$ cat config.mk
export PLATFORM = sky130hd
export DESIGN_NAME = calc_seq_flat
export DESIGN_NICKNAME = d
export VERILOG_FILES = /design/src/rtl/calc_seq_if.sv /design/src/rtl/calc_seq.sv /design/src/flat_wrapper.sv
export SDC_FILE = /design/constraint.sdc
export NUM_CORES = 1
export LEC_CHECK = 0
export CAP_MARGIN = 0
export CORE_UTILIZATION = 44
export DETAILED_ROUTE_END_ITERATION = 10
export GPL_ROUTABILITY_DRIVEN = 0
export PLACE_DENSITY = 0.71
export SETUP_SLACK_MARGIN = 0.15
export SLEW_MARGIN = 20
export SYNTH_ARGS = -nofsm -noshare
export SYNTH_HDL_FRONTEND = slang
export SYNTH_SLANG_ARGS = --single-unit
$ cat constraint.sdc
create_clock -name clk -period 7.25 [get_ports clk]
set_input_delay 1.0875 -clock clk [delete_from_list [all_inputs] [get_ports clk]]
set_output_delay 1.0875 -clock clk [all_outputs]
set_load 0.1 [all_outputs]
$ cat src/rtl/calc_seq_if.sv
// -----------------------------------------------------------------------------
// calc_seq_if
// ALU bus between the calculator sequencer and the ALU instance.
//   alu_op     [3:0]  operation code        (sequencer -> ALU)
//   alu_op1    [31:0] sign-extended acc     (sequencer -> ALU)
//   alu_op2    [31:0] sign-extended operand (sequencer -> ALU)
//   alu_result [31:0] combinational result  (ALU -> sequencer)
//   alu_zero          result-is-zero flag   (ALU -> sequencer)
// Modports: master = sequencer side, slave = ALU side.
// -----------------------------------------------------------------------------
interface calc_seq_if;
  logic [3:0]  alu_op;
  logic [31:0] alu_op1;
  logic [31:0] alu_op2;
  logic [31:0] alu_result;
  logic        alu_zero;

  modport master (
    output alu_op, alu_op1, alu_op2,
    input  alu_result, alu_zero
  );

  modport slave (
    input  alu_op, alu_op1, alu_op2,
    output alu_result, alu_zero
  );
endinterface

$ cat src/rtl/calc_seq.sv
// -----------------------------------------------------------------------------
// calc_seq
// Program sequencer for the calculator datapath. Holds DEPTH (op, operand)
// steps, owns the DATA_W-bit accumulator and replays the program through the
// external combinational ALU on start, writing every result back to acc.
//
// Ports:
//   clk, rst_n          clock, synchronous active-low reset
//   i_prog_we/addr/op/data  program slot write (IDLE only)
//   i_len               number of steps to run, clamped to DEPTH, sampled on start
//   i_start, i_clear    begin run / zero accumulator (IDLE only, clear wins)
//   i_abort             terminate a run in progress
//   o_busy, o_done      run in progress / one-cycle end-of-run pulse
//   o_step              current program counter
//   o_acc               accumulator
//   o_zhalt             run ended early on a zero ALU result
//   alu                 ALU bus (calc_seq_if.master)
//
// Optional feature: define CALC_SEQ_ZERO_HALT_EN to end a run early when the
// ALU reports a zero result before the last step. Without it alu_zero is
// ignored and o_zhalt stays 0.
// -----------------------------------------------------------------------------
module calc_seq #(
  parameter int DEPTH  = 8,
  parameter int AW     = 3,
  parameter int DATA_W = 16
) (
  input  logic              clk,
  input  logic              rst_n,
  input  logic              i_prog_we,
  input  logic [AW-1:0]     i_prog_addr,
  input  logic [3:0]        i_prog_op,
  input  logic [DATA_W-1:0] i_prog_data,
  input  logic [AW:0]       i_len,
  input  logic              i_start,
  input  logic              i_clear,
  input  logic              i_abort,
  output logic              o_busy,
  output logic              o_done,
  output logic [AW-1:0]     o_step,
  output logic [DATA_W-1:0] o_acc,
  output logic              o_zhalt,
  calc_seq_if.master        alu
);

  typedef enum logic [1:0] {ST_IDLE, ST_FETCH, ST_EXEC, ST_DONE} state_t;

  localparam logic [AW:0] LP_DEPTH = (AW+1)'(DEPTH);
  localparam logic [AW:0] LP_ONE   = (AW+1)'(1);

  state_t              r_state;
  state_t              w_state_next;
  logic [3+DATA_W:0]   r_mem [DEPTH];
  logic [3:0]          r_op;
  logic [DATA_W-1:0]   r_data;
  logic [DATA_W-1:0]   r_acc;
  logic [AW-1:0]       r_step;
  logic [AW:0]         r_len;
  logic                r_zhalt;

  logic [AW:0]         w_len_clamp;
  logic                w_last;
  logic                w_acc_we;
  logic                w_acc_clr;
  logic                w_step_clr;
  logic                w_step_inc;
  logic                w_len_load;
  logic                w_zhalt_set;
  logic                w_zhalt_clr;
  logic                w_unused_bits;

  assign w_len_clamp = (i_len > LP_DEPTH) ? LP_DEPTH : i_len;
  assign w_last      = ({1'b0, r_step} == (r_len - LP_ONE));

  // NOTE: program memory has no reset on purpose; resetting it would turn a
  // plain RAM into a bank of reset flops and the contents are always written
  // before use.
  always_ff @(posedge clk) begin
    if (r_state == ST_IDLE && i_prog_we) begin
      r_mem[i_prog_addr] <= {i_prog_op, i_prog_data};
    end
  end

  always_ff @(posedge clk) begin
    if (!rst_n) begin
      r_state <= ST_IDLE;
    end else begin
      r_state <= w_state_next;
    end
  end

  // NOTE: every output of this block gets a default first so no path leaves
  // a signal unassigned, which would otherwise infer a latch.
  always_comb begin
    w_state_next = r_state;
    w_acc_we     = 1'b0;
    w_acc_clr    = 1'b0;
    w_step_clr   = 1'b0;
    w_step_inc   = 1'b0;
    w_len_load   = 1'b0;
    w_zhalt_set  = 1'b0;
    w_zhalt_clr  = 1'b0;
    unique case (r_state)
      ST_IDLE: begin
        if (i_clear) begin
          w_acc_clr   = 1'b1;
          w_zhalt_clr = 1'b1;
        end else if (i_start) begin
          w_len_load  = 1'b1;
          w_zhalt_clr = 1'b1;
          if (i_len == '0) begin
            w_state_next = ST_DONE;
          end else begin
            w_step_clr   = 1'b1;
            w_state_next = ST_FETCH;
          end
        end
      end
      ST_FETCH: begin
        w_state_next = i_abort ? ST_IDLE : ST_EXEC;
      end
      ST_EXEC: begin
        if (i_abort) begin
          // Aborting in EXEC drops this cycle's writeback.
          w_state_next = ST_IDLE;
        end else begin
          w_acc_we = 1'b1;
          if (w_last) begin
            w_state_next = ST_DONE;
          end
`ifdef CALC_SEQ_ZERO_HALT_EN
          else if (alu.alu_zero) begin
            w_zhalt_set  = 1'b1;
            w_state_next = ST_DONE;
          end
`endif
          else begin
            w_step_inc   = 1'b1;
            w_state_next = ST_FETCH;
          end
        end
      end
      ST_DONE: begin
        w_state_next = ST_IDLE;
      end
      default: begin
        w_state_next = ST_IDLE;
      end
    endcase
  end

  // NOTE: sequential state uses non-blocking assignments so every register
  // samples the pre-edge values regardless of statement order.
  always_ff @(posedge clk) begin
    if (!rst_n) begin
      r_acc   <= '0;
      r_step  <= '0;
      r_len   <= '0;
      r_op    <= '0;
      r_data  <= '0;
      r_zhalt <= 1'b0;
    end else begin
      if (w_len_load) begin
        r_len <= w_len_clamp;
      end
      if (w_step_clr) begin
        r_step <= '0;
      end else if (w_step_inc) begin
        r_step <= r_step + AW'(1);
      end
      if (r_state == ST_FETCH) begin
        {r_op, r_data} <= r_mem[r_step];
      end
      // Only the low DATA_W bits of the ALU result are kept.
      if (w_acc_clr) begin
        r_acc <= '0;
      end else if (w_acc_we) begin
        r_acc <= alu.alu_result[DATA_W-1:0];
      end
      if (w_zhalt_clr) begin
        r_zhalt <= 1'b0;
      end else if (w_zhalt_set) begin
        r_zhalt <= 1'b1;
      end
    end
  end

  // ALU inputs are zero outside EXEC so the ALU sees quiet operands.
  always_comb begin
    alu.alu_op  = '0;
    alu.alu_op1 = '0;
    alu.alu_op2 = '0;
    if (r_state == ST_EXEC) begin
      alu.alu_op  = r_op;
      alu.alu_op1 = {{(32-DATA_W){r_acc[DATA_W-1]}}, r_acc};
      alu.alu_op2 = {{(32-DATA_W){r_data[DATA_W-1]}}, r_data};
    end
  end

`ifdef CALC_SEQ_ZERO_HALT_EN
  assign w_unused_bits = ^alu.alu_result[31:DATA_W];
`else
  assign w_unused_bits = ^{alu.alu_result[31:DATA_W], alu.alu_zero};
`endif

  assign o_busy  = (r_state != ST_IDLE);
  // An abort in DONE also suppresses the done pulse.
  assign o_done  = (r_state == ST_DONE) && !i_abort;
  assign o_step  = r_step;
  assign o_acc   = r_acc;
  assign o_zhalt = r_zhalt;

endmodule
$ cat src/flat_wrapper.sv
// flat-port wrapper written by rule: the top's interface ports become plain ports
module calc_seq_flat 
#(
  parameter int DEPTH  = 8,
  parameter int AW     = 3,
  parameter int DATA_W = 16
)
  (clk, rst_n, i_prog_we, i_prog_addr, i_prog_op, i_prog_data, i_len, i_start, i_clear, i_abort, o_busy, o_done, o_step, o_acc, o_zhalt, alu_alu_op, alu_alu_op1, alu_alu_op2, alu_alu_result, alu_alu_zero);
  calc_seq_if alu_i ();
  input  logic clk;
  input  logic rst_n;
  input  logic i_prog_we;
  input  logic [AW-1:0] i_prog_addr;
  input  logic [3:0] i_prog_op;
  input  logic [DATA_W-1:0] i_prog_data;
  input  logic [AW:0] i_len;
  input  logic i_start;
  input  logic i_clear;
  input  logic i_abort;
  output logic o_busy;
  output logic o_done;
  output logic [AW-1:0] o_step;
  output logic [DATA_W-1:0] o_acc;
  output logic o_zhalt;
  output wire logic [$bits(alu_i.alu_op)-1:0] alu_alu_op;
  output wire logic [$bits(alu_i.alu_op1)-1:0] alu_alu_op1;
  output wire logic [$bits(alu_i.alu_op2)-1:0] alu_alu_op2;
  input wire logic [$bits(alu_i.alu_result)-1:0] alu_alu_result;
  input wire logic [$bits(alu_i.alu_zero)-1:0] alu_alu_zero;
  assign alu_alu_op = alu_i.alu_op;
  assign alu_alu_op1 = alu_i.alu_op1;
  assign alu_alu_op2 = alu_i.alu_op2;
  assign alu_i.alu_result = alu_alu_result;
  assign alu_i.alu_zero = alu_alu_zero;
  calc_seq #(.DEPTH(DEPTH), .AW(AW), .DATA_W(DATA_W)) u_core (.clk(clk), .rst_n(rst_n), .i_prog_we(i_prog_we), .i_prog_addr(i_prog_addr), .i_prog_op(i_prog_op), .i_prog_data(i_prog_data), .i_len(i_len), .i_start(i_start), .i_clear(i_clear), .i_abort(i_abort), .o_busy(o_busy), .o_done(o_done), .o_step(o_step), .o_acc(o_acc), .o_zhalt(o_zhalt), .alu(alu_i));
endmodule
; Word level (Yosys, flattened, before mapping)
; Memories as Yosys holds them, arrays and structs flattened. A register that Yosys moved wholly into a read port is not among the register bits.
; Cells that the tools add are included.
[totals]
ramBits = 160
elab_cells = 52
in_bits = 66
out_inout_bits = 90
memories = 1
regBits = 25
[mem_list]
columns = memory, words, word_bits, rd, rd_clocked_by_memory_dff, wr, line_no
row1 = u_core.r_mem, 8, 20, 1, 1, 1, calc_seq.sv:53  ; logic [3+DATA_W:0] r_mem [DEPTH];
[op_classes]
n_eq_ne = 6
n_addsub = 2
bitwise = 1
n_reduce_logical = 10
n_mux = 27
n_lt_le_gt_ge = 1
[ops]
columns = cell, n
row1 = $mux 32, 2
row2 = $mux 1, 16
row3 = $mux 2, 6
row4 = $mux 4, 2
row5 = $pmux 2 s4, 1
row6 = $eq 2x2->1 const B, 2
row7 = $eq 3x4->1, 1
row8 = $gt 4x4->1 const B, 1
row9 = $logic_not 4->1, 1
row10 = $ne 2x2->1 const B, 2
row11 = $reduce_or 2->1, 2
row12 = $sub 4x1->4 const B, 1
row13 = $add 3x1->3 const B, 1
row14 = $eq 2x1->1 const B, 1
row15 = $logic_and 1x1->1, 2
row16 = $logic_not 1->1, 2
row17 = $logic_not 2->1, 1
row18 = $reduce_and 2->1, 1
row19 = $reduce_bool 2->1, 1
row20 = $not 1->1, 1

; Logic depth before layout (Yosys ltp)
[logic_depth]
ltp_word = 6
mapped_depth = 7
depth_no_buf = 6

; Least setup slack after synthesis
; No wires, ideal clock.
[synth_timing]
kind = flip-flop to output port
from = reg u_core.r_acc[15], in the netlist u_core.o_acc[15]
to = out alu_alu_op1[16]
path_buffers = 1
required_ns = 6.162
path_slack_ns = 3.625
t_arrival_ns = 2.537
path_stages_with_launch = 3
path_cell_list = dfxtp_1 > and2_1 > buf_4
[synth_between]
elab_chain_cells = 1
[synth_rtl]
columns = element, line_no
row1 = start: declaration, calc_seq.sv:56  ; logic [DATA_W-1:0] r_acc;
row2 = start signal: assignment, calc_seq.sv:178  ; r_acc <= alu.alu_result[DATA_W-1:0];
row3 = $mux 32, calc_seq.sv:193  ; if (r_state == ST_EXEC) begin
row4 = end: declaration, flat_wrapper.sv:26  ; output wire logic [$bits(alu_i.alu_op1)-1:0] alu_alu_op1;
; Every way passes these cells.

; Worst setup path after layout
[layout_timing]
from = reg u_core.r_state[1]
to = out alu_alu_op1[15]
[layout_between]
elab_chain_cells = 2
[layout_rtl]
columns = element, line_no
row1 = start: declaration, calc_seq.sv:51  ; state_t r_state;
row2 = start signal: assignment, calc_seq.sv:88  ; r_state <= w_state_next;
row3 = $eq 2x2->1, calc_seq.sv:193
row4 = $mux 32, calc_seq.sv:193
; Every way passes these cells.

==> flow_metrics.env <==
export IMPL_rsz0062_at_grt="false"
export IMPL_area_growth_pct=24.8
export IMPL_core_sq_um=18300
export IMPL_drv_cap=0
export IMPL_worst_pin_slew_ns=1.04
export IMPL_insertion_delay_ns=0.50
export IMPL_slowest_delay_ns=1.27
export IMPL_pin_count=156
export IMPL_drc_errors=0
export IMPL_syn_area_per_cell_sq_um=15.9
export IMPL_grt_total_usage=0.182
export IMPL_final_area_sq_um=10400
export IMPL_slew_violations=0
export IMPL_io_buffers=137
export IMPL_netlist_instances=525
export IMPL_num_rows=49
export IMPL_vdd_drop_max_mv=0.171
export IMPL_nFillCells=1409
export IMPL_power_density_nw_per_um2=237
export IMPL_clock_path_buffers=3
export IMPL_yosys_warnings=0
export IMPL_numCtsBuffers=22
export IMPL_finalSetupViolCount=0
export IMPL_die_area_sq_um=19500
export IMPL_relSlewSlack=0.305
export IMPL_synth_flop_cell="edfxtp_1"
export IMPL_yosysUniqueCellTypes=39
export IMPL_ctsHtreeMaxLevel=1
export IMPL_yosysSeqAreaShare=0.684
export IMPL_drt_wl_total_mm=17.5
export IMPL_power_w=0.00247
export IMPL_cts_tree="done"
export IMPL_grt_pass1_vias=4799
export IMPL_diodes=0
export IMPL_hold_violations=0
export IMPL_dpl_cell_area_sq_um=9710
export IMPL_cts_root_buffer="clkbuf_16"
export IMPL_place_hpwl_mm=10.6
export IMPL_period_needed_ns=4.93
export IMPL_crit_fanout=20
export IMPL_syn_num_nets=593
export IMPL_ys_ff_latch=205
export IMPL_synth_edf_count=160
export IMPL_p_leak_nw=3.33
export IMPL_antenna_left=0
export IMPL_fin_skew_ns=0.00972
export IMPL_path_clk_slew_ns=0.06
export IMPL_die_width_microns=140
export IMPL_grt_pass1_wl_mm=27.0
export IMPL_min_path_type="register to register"
export IMPL_finalCritPeriodShare=0.680
export IMPL_vias=4730
export IMPL_drt_iter0_drc=235
export IMPL_finalSetupTns_ns=0
export IMPL_slowest_stage="clkdlybuf4s50_1"
export IMPL_overflow=0
export IMPL_hold_buffers=0
export IMPL_drtPass1Iterations=4
export IMPL_nNetsFinal=705
export IMPL_start_util=0.456
export IMPL_antenna_found_initial=0
export IMPL_synthArstFlopShare=0
export IMPL_dp_cells=842
export IMPL_syn_cell_area_sq_um=8340
export IMPL_grt_max_degree=45
export IMPL_max_freq_mhz=203
export IMPL_drive_above_1_share=0.156
export IMPL_worstSetupPathType="register to output port"
export IMPL_arrival_ns=3.84
export IMPL_endpoint_kind="output port"
export IMPL_instances_no_fill=882
export IMPL_cts_setup_buffers=0
export IMPL_wl_per_cell_microns=19.9
export IMPL_die_h_microns=140
export IMPL_path_cells="nor2b_2 -> buf_4 -> and2_1 -> clkdlybuf4s50_1"
export IMPL_status="finished, final reports clean"
export IMPL_start_kind="register"
export IMPL_vias_per_cell=5.36
export IMPL_cts_resized=0
export IMPL_required_ns=6.16
export IMPL_cts_sinks=205
## sequential cells by signal, indices dropped and copies added, names as in the netlist
| signal | flops |
|---|---|
| u_core.r_len | 4 |
| u_core.o_step | 3 |
| u_core.o_acc | 16 |
| u_core.r_op | 4 |
| u_core.r_data | 16 |
| u_core.r_state | 2 |
| u_core.r_mem | 160 |
## cell usage after synthesis (4+ instances only)
library cell / instances / area, sq um
edfxtp_1: 160 / 4800
dfxtp_1: 45 / 901
nand2_1: 45 / 169
mux4_2: 40 / 901
buf_4: 39 / 293
a21oi_1: 36 / 180
and2_1: 36 / 225
mux2i_1: 23 / 230
o21ai_0: 20 / 100
clkbuf_1: 12 / 45.0
nor2_1: 10 / 37.5
buf_2: 9 / 45.0
nand2b_1: 7 / 43.8
inv_1: 5 / 18.8
a21boi_0: 4 / 30.0
nand3b_1: 4 / 30.0
## placed cells by master (no fill, tap or decap), types with 4 or more instances in the layout
cell type | netlist | routed
edfxtp_1 | 160 | 160
clkdlybuf4s50_1 | 0 | 137
nand2_1 | 45 | 45
dfxtp_1 | 45 | 43
mux4_2 | 40 | 40
and2_1 | 36 | 36
a21oi_1 | 36 | 36
mux2i_1 | 23 | 23
clkbuf_16 | 0 | 23
o21ai_0 | 20 | 20
buf_4 | 39 | 13
nor2_1 | 10 | 10
nand2b_1 | 7 | 7
clkinv_2 | 0 | 7
inv_1 | 5 | 5
clkbuf_1 | 12 | 5
nand3b_1 | 4 | 4
a21boi_0 | 4 | 4
## worst paths after layout
kind | from | end | slack [ns] | cells after the start
max | u_core.r_state[1] | alu_alu_op1[15] | 2.32 | 4
max reg2reg | u_core.r_state[1] | u_core.o_step[0] | 4.71 | 4
min reg2reg | u_core.o_acc[7] | u_core.o_acc[7] | 0.47 | 2
min | u_core.o_acc[7] | u_core.o_acc[7] | 0.47 | 2
## power breakdown
part           total (W)  internal, W  switching (W)
sequential       0.00130      0.00129     0.00000802
clock            0.00106     0.000636       0.000428
combinational   0.000105    0.0000443      0.0000605
## worst max-delay path, delay by kind of cell, from the launching register on
kind	cells	cell delay, ns
buffers and inverters	2	1.62
DFF	1	0.47
and+or+nand+nor	2	1.24
## layout make-up
type | count | area, sq um | area share
clock buffer | 30 | 622 | 0.0598
clock inverter | 10 | 77.6 | 0.00746
inverter | 5 | 18.8 | 0.00180
multi-input combinational | 253 | 2220 | 0.213
sequential | 205 | 5710 | 0.549
tap | 229 | 287 | 0.0275
timing repair buffer | 150 | 1470 | 0.141
## metal layers
layer,vias up,share of wire,track usage
met5,-,0,0
met4,0,0.024,0.0480
met3,30,0.052,0.0323
met2,166,0.51,0.322
met1,2373,0.42,0.231
li1,2161,-,-
## per-stage QoR
step,util,hold slack (ns),setup slack (ns)
final,0.570,0.465,2.32
after global routing,0.570,0.488,2.08
after CTS,0.570,0.471,2.23
after detailed placement,0.531,0.463,2.76
after global placement,0.531,0.455,2.92
after floorplan,-,0.454,3.63
## kinds of logic (layout without fill, tap and decap cells)
logic type,after synthesis,after routing,share of synthesized area
AND/OR/NAND/NOR,112,112,0.0713
XOR/XNOR,3,3,0.00405
adder cells (fa/ha/maj),2,2,0.00300
flip-flops,205,205,0.684
buffers and inverters,67,195,0.0509
AO/OA/AOI/OAI,72,72,0.0501
other,1,1,0.000450
multiplexers,63,63,0.136
(Power assumes the default switching activity.)
